**config.mk**
```make
export PLATFORM = sky130hd
export DESIGN_NAME = led_matrix_scan_driver
export DESIGN_NICKNAME = d
export VERILOG_FILES = /design/src/rtl/led_matrix_pkg.sv /design/src/rtl/led_matrix_scan_driver_scan_timer.sv /design/src/rtl/led_matrix_scan_driver.sv
export SDC_FILE = /design/constraint.sdc
export NUM_CORES = 1
export LEC_CHECK = 0
export BUFFER_PORTS_ARGS = -buffer_cell sky130_fd_sc_hd__buf_4
export CORE_UTILIZATION = 45
export CTS_BUF_LIST = sky130_fd_sc_hd__clkbuf_4
export CTS_CLUSTER_DIAMETER = 200
export CTS_CLUSTER_SIZE = 30
export DETAILED_ROUTE_END_ITERATION = 8
export PLACE_DENSITY = 0.63
export SYNTH_ARGS = -nofsm -noshare
export SYNTH_HDL_FRONTEND = slang
export SYNTH_SLANG_ARGS = --single-unit
```
**constraint.sdc**
```tcl
create_clock -name CLK -period 3.1 [get_ports CLK]
set_input_delay 0.31 -clock CLK [delete_from_list [all_inputs] [get_ports CLK]]
set_output_delay 0.31 -clock CLK [all_outputs]
set_load 0.02 [all_outputs]
```
**src/rtl/led_matrix_pkg.sv**
```systemverilog
// led_matrix_pkg: shared widths, pixel level type and PWM compare for the LED-matrix scan driver.
package led_matrix_pkg;
  localparam int DEF_COLS = 8;
  localparam int DEF_ROWS = 8;
  localparam int DEF_PWM_BITS = 2;
  localparam int COL_W = $clog2(DEF_COLS);
  localparam int ROW_W = $clog2(DEF_ROWS);
  localparam int LVL_W = DEF_PWM_BITS;
  localparam int MAX_LVL_W = 4;
  typedef struct packed {
    logic [MAX_LVL_W-1:0] r;
    logic [MAX_LVL_W-1:0] g;
    logic [MAX_LVL_W-1:0] b;
  } rgb_level_t;
  typedef enum logic {IDLE, PENDING} swap_state_t;
  function automatic logic level_lit(input logic [MAX_LVL_W-1:0] level, input logic [MAX_LVL_W-1:0] phase);
    return level > phase;
  endfunction
endpackage

```
**src/rtl/led_matrix_scan_driver_scan_timer.sv**
```systemverilog
// led_matrix_scan_driver_scan_timer: slot prescaler, column counter, PWM phase, frame tick, blanking flag.
// Blanking is active only when BLANKING_EN is defined.
module led_matrix_scan_driver_scan_timer
  import led_matrix_pkg::*;
#(
  parameter int COLS = DEF_COLS,
  parameter int SCAN_DIV = 50000,
  parameter int PWM_BITS = DEF_PWM_BITS,
  parameter int BLANK_CYCLES = 16,
  localparam int C_W = $clog2(COLS)
) (
  input  logic                CLK,
  input  logic                RST_N,
  output logic [C_W-1:0]      col,
  output logic [PWM_BITS-1:0] phase,
  output logic                blank,
  output logic                boundary,
  output logic                frame_tick
);
  localparam int SD_W = $clog2(SCAN_DIV);
  localparam logic [PWM_BITS-1:0] PH_MAX = PWM_BITS'((1 << PWM_BITS) - 2);
`ifdef BLANKING_EN
  localparam bit BLANK_ON = 1'b1;
`else
  localparam bit BLANK_ON = 1'b0;
`endif
  logic [SD_W-1:0] slot;
  logic slot_end;
  assign slot_end = slot == SD_W'(SCAN_DIV - 1);
  assign boundary = slot_end && col == C_W'(COLS - 1);
  assign blank = BLANK_ON && (slot < SD_W'(BLANK_CYCLES));
  always_ff @(posedge CLK or negedge RST_N)
    if (!RST_N) begin
      slot <= '0;
      col <= '0;
      phase <= '0;
      frame_tick <= 1'b0;
    end else begin
      slot <= slot_end ? '0 : slot + 1'b1;
      col <= boundary ? '0 : slot_end ? col + 1'b1 : col;
      // phase is pinned at 0 through blanking so every active window starts at phase 0
      phase <= (slot_end || blank || phase == PH_MAX) ? '0 : phase + 1'b1;
      frame_tick <= boundary;
    end
endmodule

```
**src/rtl/led_matrix_scan_driver.sv**
```systemverilog
// led_matrix_scan_driver: double-buffered RGB LED-matrix column scanner with per-channel PWM.
// Optional anti-ghost blanking at each column slot start via BLANKING_EN.
module led_matrix_scan_driver
  import led_matrix_pkg::*;
#(
  parameter int COLS = DEF_COLS,
  parameter int ROWS = DEF_ROWS,
  parameter int SCAN_DIV = 50000,
  parameter int PWM_BITS = DEF_PWM_BITS,
  parameter int BLANK_CYCLES = 16,
  localparam int C_W = $clog2(COLS),
  localparam int R_W = $clog2(ROWS)
) (
  input  logic                  CLK,
  input  logic                  RST_N,
  input  logic                  wr_en,
  input  logic [C_W-1:0]        wr_col,
  input  logic [R_W-1:0]        wr_row,
  input  logic [3*PWM_BITS-1:0] wr_rgb,
  input  logic                  swap_req,
  output logic                  swap_ack,
  output logic                  frame_tick,
  output logic [ROWS-1:0]       LightR,
  output logic [ROWS-1:0]       LightG,
  output logic [ROWS-1:0]       LightB,
  output logic [C_W-1:0]        chooseCol,
  output logic                  enable
);
  localparam int L = PWM_BITS;
  logic [3*L-1:0] mem [2][COLS][ROWS];
  logic front, blank, boundary;
  logic [C_W-1:0] col;
  logic [L-1:0] phase;
  logic [ROWS-1:0] lit_r, lit_g, lit_b;
  swap_state_t state;
  rgb_level_t px;
  led_matrix_scan_driver_scan_timer #(
    .COLS(COLS), .SCAN_DIV(SCAN_DIV), .PWM_BITS(PWM_BITS), .BLANK_CYCLES(BLANK_CYCLES)
  ) u_timer (
    .CLK(CLK), .RST_N(RST_N), .col(col), .phase(phase), .blank(blank),
    .boundary(boundary), .frame_tick(frame_tick)
  );
  always_ff @(posedge CLK or negedge RST_N)
    if (!RST_N) begin
      state <= IDLE;
      front <= 1'b0;
      swap_ack <= 1'b0;
    end else begin
      swap_ack <= boundary && state == PENDING;
      front <= (boundary && state == PENDING) ? ~front : front;
      // a request landing on the boundary itself re-arms for the following frame
      state <= ((state == PENDING && !boundary) || swap_req) ? PENDING : IDLE;
    end
  always_ff @(posedge CLK or negedge RST_N)
    if (!RST_N) begin
      for (int b = 0; b < 2; b++)
        for (int c = 0; c < COLS; c++)
          for (int r = 0; r < ROWS; r++)
            mem[b][c][r] <= '0;
    end else if (wr_en && {1'b0, wr_col} < (C_W+1)'(COLS) && {1'b0, wr_row} < (R_W+1)'(ROWS))
      mem[~front][wr_col][wr_row] <= wr_rgb;
  always_comb begin
    px = '0;
    lit_r = '0;
    lit_g = '0;
    lit_b = '0;
    for (int r = 0; r < ROWS; r++) begin
      px = '{r: MAX_LVL_W'(mem[front][col][r][3*L-1:2*L]),
             g: MAX_LVL_W'(mem[front][col][r][2*L-1:L]),
             b: MAX_LVL_W'(mem[front][col][r][L-1:0])};
      lit_r[r] = level_lit(px.r, MAX_LVL_W'(phase)) && !blank;
      lit_g[r] = level_lit(px.g, MAX_LVL_W'(phase)) && !blank;
      lit_b[r] = level_lit(px.b, MAX_LVL_W'(phase)) && !blank;
    end
  end
  always_ff @(posedge CLK or negedge RST_N)
    if (!RST_N) begin
      LightR <= '1;
      LightG <= '1;
      LightB <= '1;
      chooseCol <= '0;
      enable <= 1'b0;
    end else begin
      LightR <= ~lit_r;
      LightG <= ~lit_g;
      LightB <= ~lit_b;
      chooseCol <= col;
      enable <= 1'b1;
    end
endmodule
```
After elaboration in Yosys (flattened, before gate mapping). Cells that the tools add are included.

Register bits after elaboration: 821. Bits in latches: 0. Memory bits (writable): 0. Bits in read-only memories: 0. Input bits: 16. Output and inout port bits: 30. Memories: 0.

Add/sub/neg operators: 3. Multiply operators: 0. Divide/modulo/power cells: 0. $lt $le $gt $ge: 32. Eq/ne operators: 3. Shift operators: 0. Muxes and demuxes: 18. Bitwise gates (word level): 9. Reductions and logical operators: 10.

Operator list (number): $mux 384 (4); $bwmux 768 (1); $demux 384 s1 (1); $bmux 48 s3 (1); $demux 48 s3 (1); $mux 48 (3); $gt 2x2->1 (24); $not 8->8 (3); $demux 6 s3 (1); $add 16x1->16 const B (1); $eq 16x16->1 const B (1); $mux 16 (1); $ge 4x4->1 const B (3); $not 3->4 (3); $lt 4x1->1 const B (2); $logic_and 1x1->1 (6); $mux 3 (2); $mux 6 (1); $ge 2x2->1 const B (2); $not 1->2 (2); $add 3x1->3 const B (1); $eq 3x3->1 const B (1); $add 2x1->2 const B (1); $eq 2x2->1 const B (1); other kinds (7) (8).

Depth between registers and ports, before layout. Gate-level depths: netlist of run 1.

Depth after elaboration: 10. Gate-level depth with buffers: 9.

Hierarchy. A second synthesis of run 1 with hierarchy kept.

Cell total of the unflattened synthesis: 2482. Area total of the unflattened synthesis: 38612.0 um^2.

Modules (own cells, without submodules): led_matrix_scan_driver (times used 1, cells each 2392, area each 37577.3 um^2, seq. area each 20024.2 um^2); led_matrix_scan_driver_scan_timer (times used 1, cells each 90, area each 1034.7 um^2, seq. area each 550.5 um^2).

Least setup slack after synthesis of run 1. Ideal clock, no wire load.

Path kind: reg2reg. Start point: reg u_timer.col[0]. End point: reg LightB[5]. Library setup time: 0.079 ns. Data arrival time: 2.264 ns. Slack: 0.757 ns. Stages on the path, launching flop included: 10. Path buffers: 3. Path through: dfrtp_1 clkbuf_1 clkbuf_1 clkbuf_1 mux4_2 a22oi_1 nand2_1 ha_1 nor2b_1 o21ai_0.

Longest elaborated chain between the ends: 6.

RTL lines: start, declared (RTL line led_matrix_scan_driver_scan_timer.sv:14) `output logic [C_W-1:0] col,`; start signal, assigned (RTL line led_matrix_scan_driver_scan_timer.sv:40) `col <= boundary ? '0 : slot_end ? col + 1'b1 : col;`; $not 3->4 (not written as such) (RTL line led_matrix_scan_driver.sv:70) `b: MAX_LVL_W'(mem[front][col][r][L-1:0])};`; $bmux 48 s3 (RTL line led_matrix_scan_driver.sv:70); $mux 48 (2 in series); $gt 2x2->1 (RTL line led_matrix_pkg.sv:17) `return level > phase;`; $not 8->8 (RTL line led_matrix_scan_driver.sv:86) `LightB <= ~lit_b;`; end signal, assigned (RTL line led_matrix_scan_driver.sv:86); end, declared (RTL line led_matrix_scan_driver.sv:25) `output logic [ROWS-1:0] LightB,`.

Every way passes these cells. The select of a mux whose other input is x is not followed. A chain may end at the register's enable or synchronous reset.

Worst setup path in the final report of run 1.
Start point: reg front. End point: reg mem[363] (netlist name).

Longest elaborated chain between the ends: 7. Elaborated cells between the ends (all ways): 8.

RTL lines: start, declared (RTL line led_matrix_scan_driver.sv:31) `logic front, blank, boundary;`; start signal, assigned (RTL line led_matrix_scan_driver.sv:50) `front <= (boundary && state == PENDING) ? ~front : front;`; $not 1->1 * (RTL line led_matrix_scan_driver.sv:61) `mem[~front][wr_col][wr_row] <= wr_rgb;`; $not 1->2 * (RTL line led_matrix_scan_driver.sv:61); $ge 2x2->1 (not written as such) or $lt 2x1->1 (tied branches) (RTL line led_matrix_scan_driver.sv:61); $logic_and 1x1->1 (not written as such) (RTL line led_matrix_scan_driver.sv:61); $mux 384 (not written as such) (RTL line led_matrix_scan_driver.sv:61); $demux 384 s1 * (RTL line led_matrix_scan_driver.sv:61); $bwmux 768 * (RTL line led_matrix_scan_driver.sv:61); end signal, assigned by index (RTL line led_matrix_scan_driver.sv:61); end, declared (RTL line led_matrix_scan_driver.sv:30) `logic [3*L-1:0] mem [2][COLS][ROWS];`.

Every way passes the cells marked *; elsewhere a longest branch is shown, timed or not.

==> flow_metrics.env, run 1 <==
export IMPL_placed_area_um2=39900
export IMPL_firstDrtPassIters=5
export IMPL_cp_top_family="buffers and inverters"
export IMPL_vias_per_cell=5.91
export IMPL_cpMaxStageDelayCell="dfrtp_4"
export IMPL_ys_types=45
export IMPL_clock_latency_ns=1.02
export IMPL_path_clk_slew_ns=0.31
export IMPL_drv_slew=0
export IMPL_ctsResizeCount=0
export IMPL_post_route_util_pct=49.2
export IMPL_ir_drop_mv=0.376
export IMPL_reg2reg_from="front$_DFFE_PN0P_"
export IMPL_synth_nets=2544
export IMPL_max_slew_margin_pct=39.4
export IMPL_synth_area_per_cell_um2=15.2
export IMPL_syn_area_um2=37600
export IMPL_fin_crit_sh_pct=96.8
export IMPL_dieArea_um2=84800
export IMPL_p_leak_uw=0.0187
export IMPL_drv_cap=0
export IMPL_synth_ff_type="dfrtp_1"
export IMPL_grt_pass1_vias=23200
export IMPL_yosys_warnings=0
export IMPL_grt_pass1_wl_um=146000
export IMPL_ant_nets=0
export IMPL_die_w_um=291
export IMPL_place_gp_congestion=0.801
export IMPL_nets=2585
export IMPL_synth_edf_count=0
export IMPL_cts_max_level=1
export IMPL_whs_ns=0.111
export IMPL_cpPeakStageDelay_ns=0.69
export IMPL_ctsLongestPathBuffers=3
export IMPL_core_area_um2=82400
export IMPL_pin_count=46
export IMPL_status="finished clean"
export IMPL_avgRoutedWirePerCell_um=25.6
export IMPL_yosysSeqAreaShare_pct=54.7
export IMPL_setup_tns_ns=0
export IMPL_critPathArrivalTime_ns=3.95
export IMPL_drt_first_iter_violations=1442
export IMPL_clock_tree_root_cell="clkbuf_4"
export IMPL_drc_errors=0
export IMPL_die_h_um=291
export IMPL_grt_antenna_before_repair=7
export IMPL_critical_path_class="flip-flop to flip-flop"
export IMPL_fp_row_count=105
export IMPL_ys_ff_latch=821
export IMPL_grt_total_usage_pct=22.3
export IMPL_period_needed_ns=3.00
export IMPL_cts_sinks=821
export IMPL_postSynthCellCount=2476
export IMPL_critPathMaxFanout=16
export IMPL_crit_path_cell_trace="buf_12 -> or3_1 -> nor4_4 -> buf_4 -> mux2_2 -> dlygate4sd3_1"
export IMPL_min_from="wr_en"
export IMPL_async_reset_ff_share_pct=100
export IMPL_cts_buffers=31
export IMPL_tritoncts="done"
export IMPL_crit_required_ns=4.05
export IMPL_start_util_pct=45.7
export IMPL_start_kind="flip-flop"
export IMPL_worstMarginPinSlew_ns=0.909
export IMPL_grt_overflow=0
export IMPL_setup_viol=0
export IMPL_grt_max_degree=105
export IMPL_startpoint="front$_DFFE_PN0P_"
export IMPL_crit_path_end_kind="flip-flop"
export IMPL_power_density_nw_per_um2=417
export IMPL_hold_viol=0
export IMPL_wirelength_um=92600
export IMPL_clock_skew_final_ns=0.0694
export IMPL_fin_area_um2=40600
export IMPL_hold_path_class="primary input to flip-flop"
export IMPL_vias=21400
export IMPL_clock_fmax_mhz=333
export IMPL_area_delta_synth_final_pct=7.79
export IMPL_numPortBuffers=45
export IMPL_crit_buf_inv=3
export IMPL_drive_gt1_share_pct=48.8
export IMPL_dp_hpwl_um=59400
metal layers:
layer | global-route usage, % | vias up | share of wire [%]
li1 | - | 9181 | -
met1 | 32.6 | 11600 | 46
met2 | 35.7 | 431 | 47
met3 | 2.79 | 112 | 4.4
met4 | 5.12 | 6 | 2.5
met5 | 0 | - | 0.050
through the flow:
| step | instances | worst slack (ns) | total power, µW |
|---|---|---|---|
| final | 3613 | 0.0996 | 16900 |
| after CTS | 3607 | 0.0121 | 17100 |
| after global routing | 3612 | -0.0134 | 17600 |
| after detailed placement | 3532 | 0.409 | 13100 |
| after global placement | 3532 | 0.401 | 13000 |
| after floorplan | 2476 | 0.757 | 12500 |
layout by cell type (no fill, tap or decap), types with 6 or more instances in the layout:
master / synthesis / final
a22o_1: 48 / 48
a22oi_1: 48 / 48
and2_1: 7 / 6
buf_12: 0 / 33
buf_4: 2 / 122
clkbuf_4: 0 / 54
dfrtp_1: 797 / 795
dfstp_2: 24 / 24
dlygate4sd3_1: 0 / 18
ha_1: 52 / 52
inv_1: 7 / 7
mux2_2: 766 / 766
mux4_2: 192 / 192
nand2_1: 110 / 110
nand2b_1: 8 / 8
nand3_1: 13 / 13
nor2_1: 91 / 89
nor2_2: 22 / 22
nor2_4: 4 / 6
nor2b_1: 30 / 29
nor3_1: 9 / 9
o21ai_0: 26 / 26
xnor2_1: 6 / 6
xor2_1: 8 / 8
area by class of cell:
type	instances	area (µm²)
multi-input cells	1481	16400
flip-flops and latches	821	20600
inverters	7	26.3
well taps	1070	1340
clock inverters	2	23.8
clock buffers	54	405
repair buffers	175	1800
diodes	3	7.51
fillers	6919	41800
worst reg2reg max path: cells and delay by family, from the launching register on:
family        cells  cell delay (ns)
buf+inv           3             0.97
flops             1             0.69
mux               1             0.33
simple gates      2             0.96
kinds of logic after synthesis:
| logic type | count (synthesis) | synth area share [%] |
|---|---|---|
| DFF | 821 | 54.7 |
| adders and majority gates | 52 | 1.73 |
| and+or+nand+nor | 328 | 4.39 |
| AOI/OAI and AO/OA | 124 | 2.45 |
| buffers and inverters | 174 | 1.86 |
| muxes | 962 | 34.5 |
| other | 1 | 0.00997 |
| xor gates and xnor gates | 14 | 0.326 |
power breakdown:
group          switching [µW]  internal (µW)  total [µW]
Sequential                322          11400       11700
Combinational             660            588        1250
Clock                    3170            788        3960
registers in the layout, summed over array words and instances, names as in the netlist, 2 cells and up:
register	count
u_timer.col	3
LightR	8
u_timer.phase	2
u_timer.slot	16
mem	768
LightB	8
chooseCol	3
LightG	8
path summary, 6_finish.rpt:
check,depth (start not counted),endpoint,slack (ns)
setup / recovery,6,mem[363]$_DFFE_PN0P_,0.1
hold / removal,5,mem[43]$_DFFE_PN0P_,0.11
setup reg to reg,6,mem[363]$_DFFE_PN0P_,0.1
hold reg to reg,1,u_timer.slot[0]$_DFF_PN0_,0.51
max in group asynchronous,5,mem[635]$_DFFE_PN0P_,1.98
min in group asynchronous,4,mem[713]$_DFFE_PN0P_,0.53
cells in the mapped netlist (5+ instances only):
cell / n / area, µm²
inv_1: 7 / 26.3
ha_1: 52 / 651
dfrtp_1: 797 / 19900
nand2b_1: 8 / 50.1
and2_1: 7 / 43.8
a22oi_1: 48 / 360
or3_1: 5 / 31.3
nor2_2: 22 / 138
mux2_2: 766 / 8630
xor2_1: 8 / 70.1
mux4_2: 192 / 4320
nor2_1: 91 / 342
xnor2_1: 6 / 52.6
nor3_1: 9 / 45.0
nand2_1: 110 / 413
clkbuf_1: 130 / 488
nand3_1: 13 / 65.1
a22o_1: 48 / 420
buf_2: 31 / 155
dfstp_2: 24 / 631
o21ai_0: 26 / 130
nor2b_1: 30 / 188
timing repair:
item,CTS,global route
hold endpoints to repair,1200,0
endpoints found under the setup margin,0,2
hold buffers,19,0
setup buffers,0,3
Note: power is estimated with default switching activity, not from simulation.
==> inputs of run 2 (changes only) <==
--- a/config.mk
+++ b/config.mk
@@ -5,7 +5,9 @@
 export SDC_FILE = /design/constraint.sdc
 export NUM_CORES = 1
 export LEC_CHECK = 0
+export ABC_AREA = 1
 export BUFFER_PORTS_ARGS = -buffer_cell sky130_fd_sc_hd__buf_4
+export CORE_ASPECT_RATIO = 2
 export CORE_UTILIZATION = 45
 export CTS_BUF_LIST = sky130_fd_sc_hd__clkbuf_4
 export CTS_CLUSTER_DIAMETER = 200
==> run 2 against run 1 <==
Design area rose by 2.2%; flip-flop and latch count did not move; synthesized cell count grew 110%; largest cell class unchanged; utilization fell by 1.6 points; final cell count is 70% higher; die area is 5.3% higher; total power rose by 0.84%.
==> flow_metrics.env, run 2 <==
export IMPL_yosys_warnings=0
export IMPL_critPathArrivalTime_ns=3.67
export IMPL_power_density_nw_per_um2=412
export IMPL_syn_area_um2=39600
export IMPL_postCtsHoldBufs=16
export IMPL_fp_row_count=153
export IMPL_hold_viol=0
export IMPL_setup_viol=0
export IMPL_drive_gt1_share_pct=4.91
export IMPL_clock_tree_root_cell="clkbuf_4"
export IMPL_crit_path_end_kind="flip-flop"
export IMPL_status="finished clean"
export IMPL_synthAdderAreaFrac_pct=1.64
export IMPL_hold_depth=6
export IMPL_synth_area_per_cell_um2=7.68
export IMPL_place_gp_congestion=0.815
export IMPL_postCtsSetupBuffers=0
export IMPL_post_route_util_pct=47.6
export IMPL_drv_cap=0
export IMPL_postSynthCellCount=5153
export IMPL_drt_first_iter_violations=2452
export IMPL_synth_compound_area_share_pct=12.3
export IMPL_cts_max_level=1
export IMPL_start_util_pct=45.5
export IMPL_p_leak_uw=0.0193
export IMPL_grt_pass1_vias=31900
export IMPL_ctsResizeCount=0
export IMPL_ctsLongestPathBuffers=3
export IMPL_grt_overflow=0
export IMPL_synth_area_mux_share_pct=0
export IMPL_grt_antenna_before_repair=3
export IMPL_grt_use_met2_pct=47.6
export IMPL_path_clk_slew_ns=0.31
export IMPL_numPortBuffers=45
export IMPL_nets=5034
export IMPL_clock_latency_ns=1.05
export IMPL_critical_path_class="flip-flop to flip-flop"
export IMPL_start_kind="flip-flop"
export IMPL_max_slew_margin_pct=45.3
export IMPL_whs_ns=0.178
export IMPL_tritoncts="done"
export IMPL_vias=32600
export IMPL_grt_total_usage_pct=26.3
export IMPL_ys_ff_latch=821
export IMPL_ff2ff_setup_slack_ns=0.42
export IMPL_rsz0062_at_grt="false"
export IMPL_cts_sinks=821
export IMPL_pin_count=46
export IMPL_final_common_cell="nand2_1"
export IMPL_rr_worst_depth=7
export IMPL_busiest_layer="met2"
export IMPL_dieArea_um2=89200
export IMPL_firstDrtPassIters=5
export IMPL_ant_nets=0
export IMPL_die_h_um=421
export IMPL_period_needed_ns=2.68
export IMPL_yosysSeqAreaShare_pct=52.0
export IMPL_top_regs="mem (768), u_timer.slot (16)"
export IMPL_synthTopCellsByArea="dfrtp_1, nand2_1, o21ai_0"
export IMPL_ir_drop_mv=0.240
export IMPL_yosysTopAreaCell="dfrtp_1"
export IMPL_synth_top_area_share_pct=50.4
export IMPL_async_reset_ff_share_pct=100
export IMPL_yosysMostFrequentCell="nand2_1"
export IMPL_fin_area_um2=41500
export IMPL_setup_tns_ns=0
export IMPL_area_delta_synth_final_pct=4.73
export IMPL_regMostFlops="mem"
export IMPL_nFillCells=8718
export IMPL_ys_top_cells_by_count="nand2_1, dfrtp_1, o21ai_0, nand3_1, inv_1"
export IMPL_grt_pass1_wl_um=183000
export IMPL_drc_errors=0
export IMPL_synth_simple_area_share_pct=25.3
export IMPL_synth_edf_count=0
export IMPL_worstMarginPinSlew_ns=0.820
export IMPL_synth_top_family_by_area="simple AND/OR/NAND/NOR gates"
export IMPL_cts_buffers=31
export IMPL_use_met1_pct=32.1
export IMPL_hold_path_class="primary input to flip-flop"
export IMPL_dp_hpwl_um=72400
export IMPL_synth_xor_area_share_pct=0.133
export IMPL_core_area_um2=87100
export IMPL_avgRoutedWirePerCell_um=18.8
export IMPL_crit_required_ns=4.09
export IMPL_wirelength_um=116000
export IMPL_clock_fmax_mhz=373
export IMPL_fin_crit_sh_pct=86.5
export IMPL_critPathMaxFanout=47
export IMPL_grt_max_degree=123
export IMPL_synth_ff_type="dfrtp_1"
export IMPL_layout_common_cells="nand2_1, dfrtp_1, o21ai_0"
export IMPL_synth_nets=5221
export IMPL_vias_per_cell=5.30
export IMPL_drv_slew=0
export IMPL_placed_area_um2=40800
export IMPL_die_w_um=212
export IMPL_ys_types=27
export IMPL_largest_reg_flops=768
export IMPL_use_met3_pct=2.18
export IMPL_clock_skew_final_ns=0.0776
run 2: cell types whose count changed after synthesis, sizes merged, moves of 8 or more:
cell    delta
nand3    +450
a22oi     -48
nor2     +191
nor4       -8
o21ai    +863
nand2b     -9
inv      +430
mux4     -192
buf      +222
nor2b     -30
a22o      -48
o211ai    +51
nand2   +1617
mux2     -770
run 2: report_power, final:
| part | leakage, µW | internal, µW | total [µW] | switching (µW) |
|---|---|---|---|---|
| logic | 0.00790 | 421 | 1310 | 893 |
| clock network | 0.000258 | 785 | 4030 | 3250 |
| registers | 0.0111 | 11400 | 11700 | 341 |
run 2: cells by family (layout without fill, tap and decap cells):
group                      Yosys count  after routing
adders and majority gates           52             52
DFF                                821            821
and+or+nand+nor                   2509           2509
xor gates and xnor gates             6              6
buffers and inverters              821            656
other                                1              5
AOI/OAI and AO/OA                  943            943
run 2: final cells by class:
type / count / area (µm²) / area share (%)
inverter: 437 / 1680 / 4.04
sequential: 821 / 20600 / 49.7
clock buffer: 54 / 405 / 0.978
clock inverter: 1 / 20.0 / 0.0483
tap: 1162 / 1450 / 3.51
multi-input combinational: 3511 / 15600 / 37.6
timing repair buffer: 164 / 1720 / 4.15
antenna: 4 / 10.0 / 0.0241
run 2: worst max-delay path: stages, from the launching register on:
cell           delay [ns]
dfrtp_4              0.74
buf_12               0.29
nand2_1              0.10
inv_2                0.34
nand2_1              0.36
nand2_1              0.13
o21ai_1              0.07
dlygate4sd3_1        0.58
run 2: final timing paths:
path / to / from
max: mem[476]$_DFFE_PN0P_ / front$_DFFE_PN0P_
max in group asynchronous: mem[766]$_DFFE_PN0P_ / RST_N
max reg2reg: mem[476]$_DFFE_PN0P_ / front$_DFFE_PN0P_
min in group asynchronous: LightR[0]$_DFF_PN1_ / RST_N
min reg2reg: u_timer.slot[0]$_DFF_PN0_ / u_timer.slot[0]$_DFF_PN0_
min: mem[232]$_DFFE_PN0P_ / wr_row[0]
run 2: stage by stage:
stage	worst slack (ns)	instances	total power, µW
after CTS	0.482	6150	17200
final	0.418	6154	17100
after floorplan	1.26	5153	12500
after global routing	0.270	6151	17800
after detailed placement	0.562	6079	13200
after global placement	0.562	6079	13100
run 2: metal layers:
metal	vias to the layer above	routed length (µm)
li1	15900	-
met1	15800	47100
met2	674	60200
met3	210	3960
met4	2	4620
met5	-	11
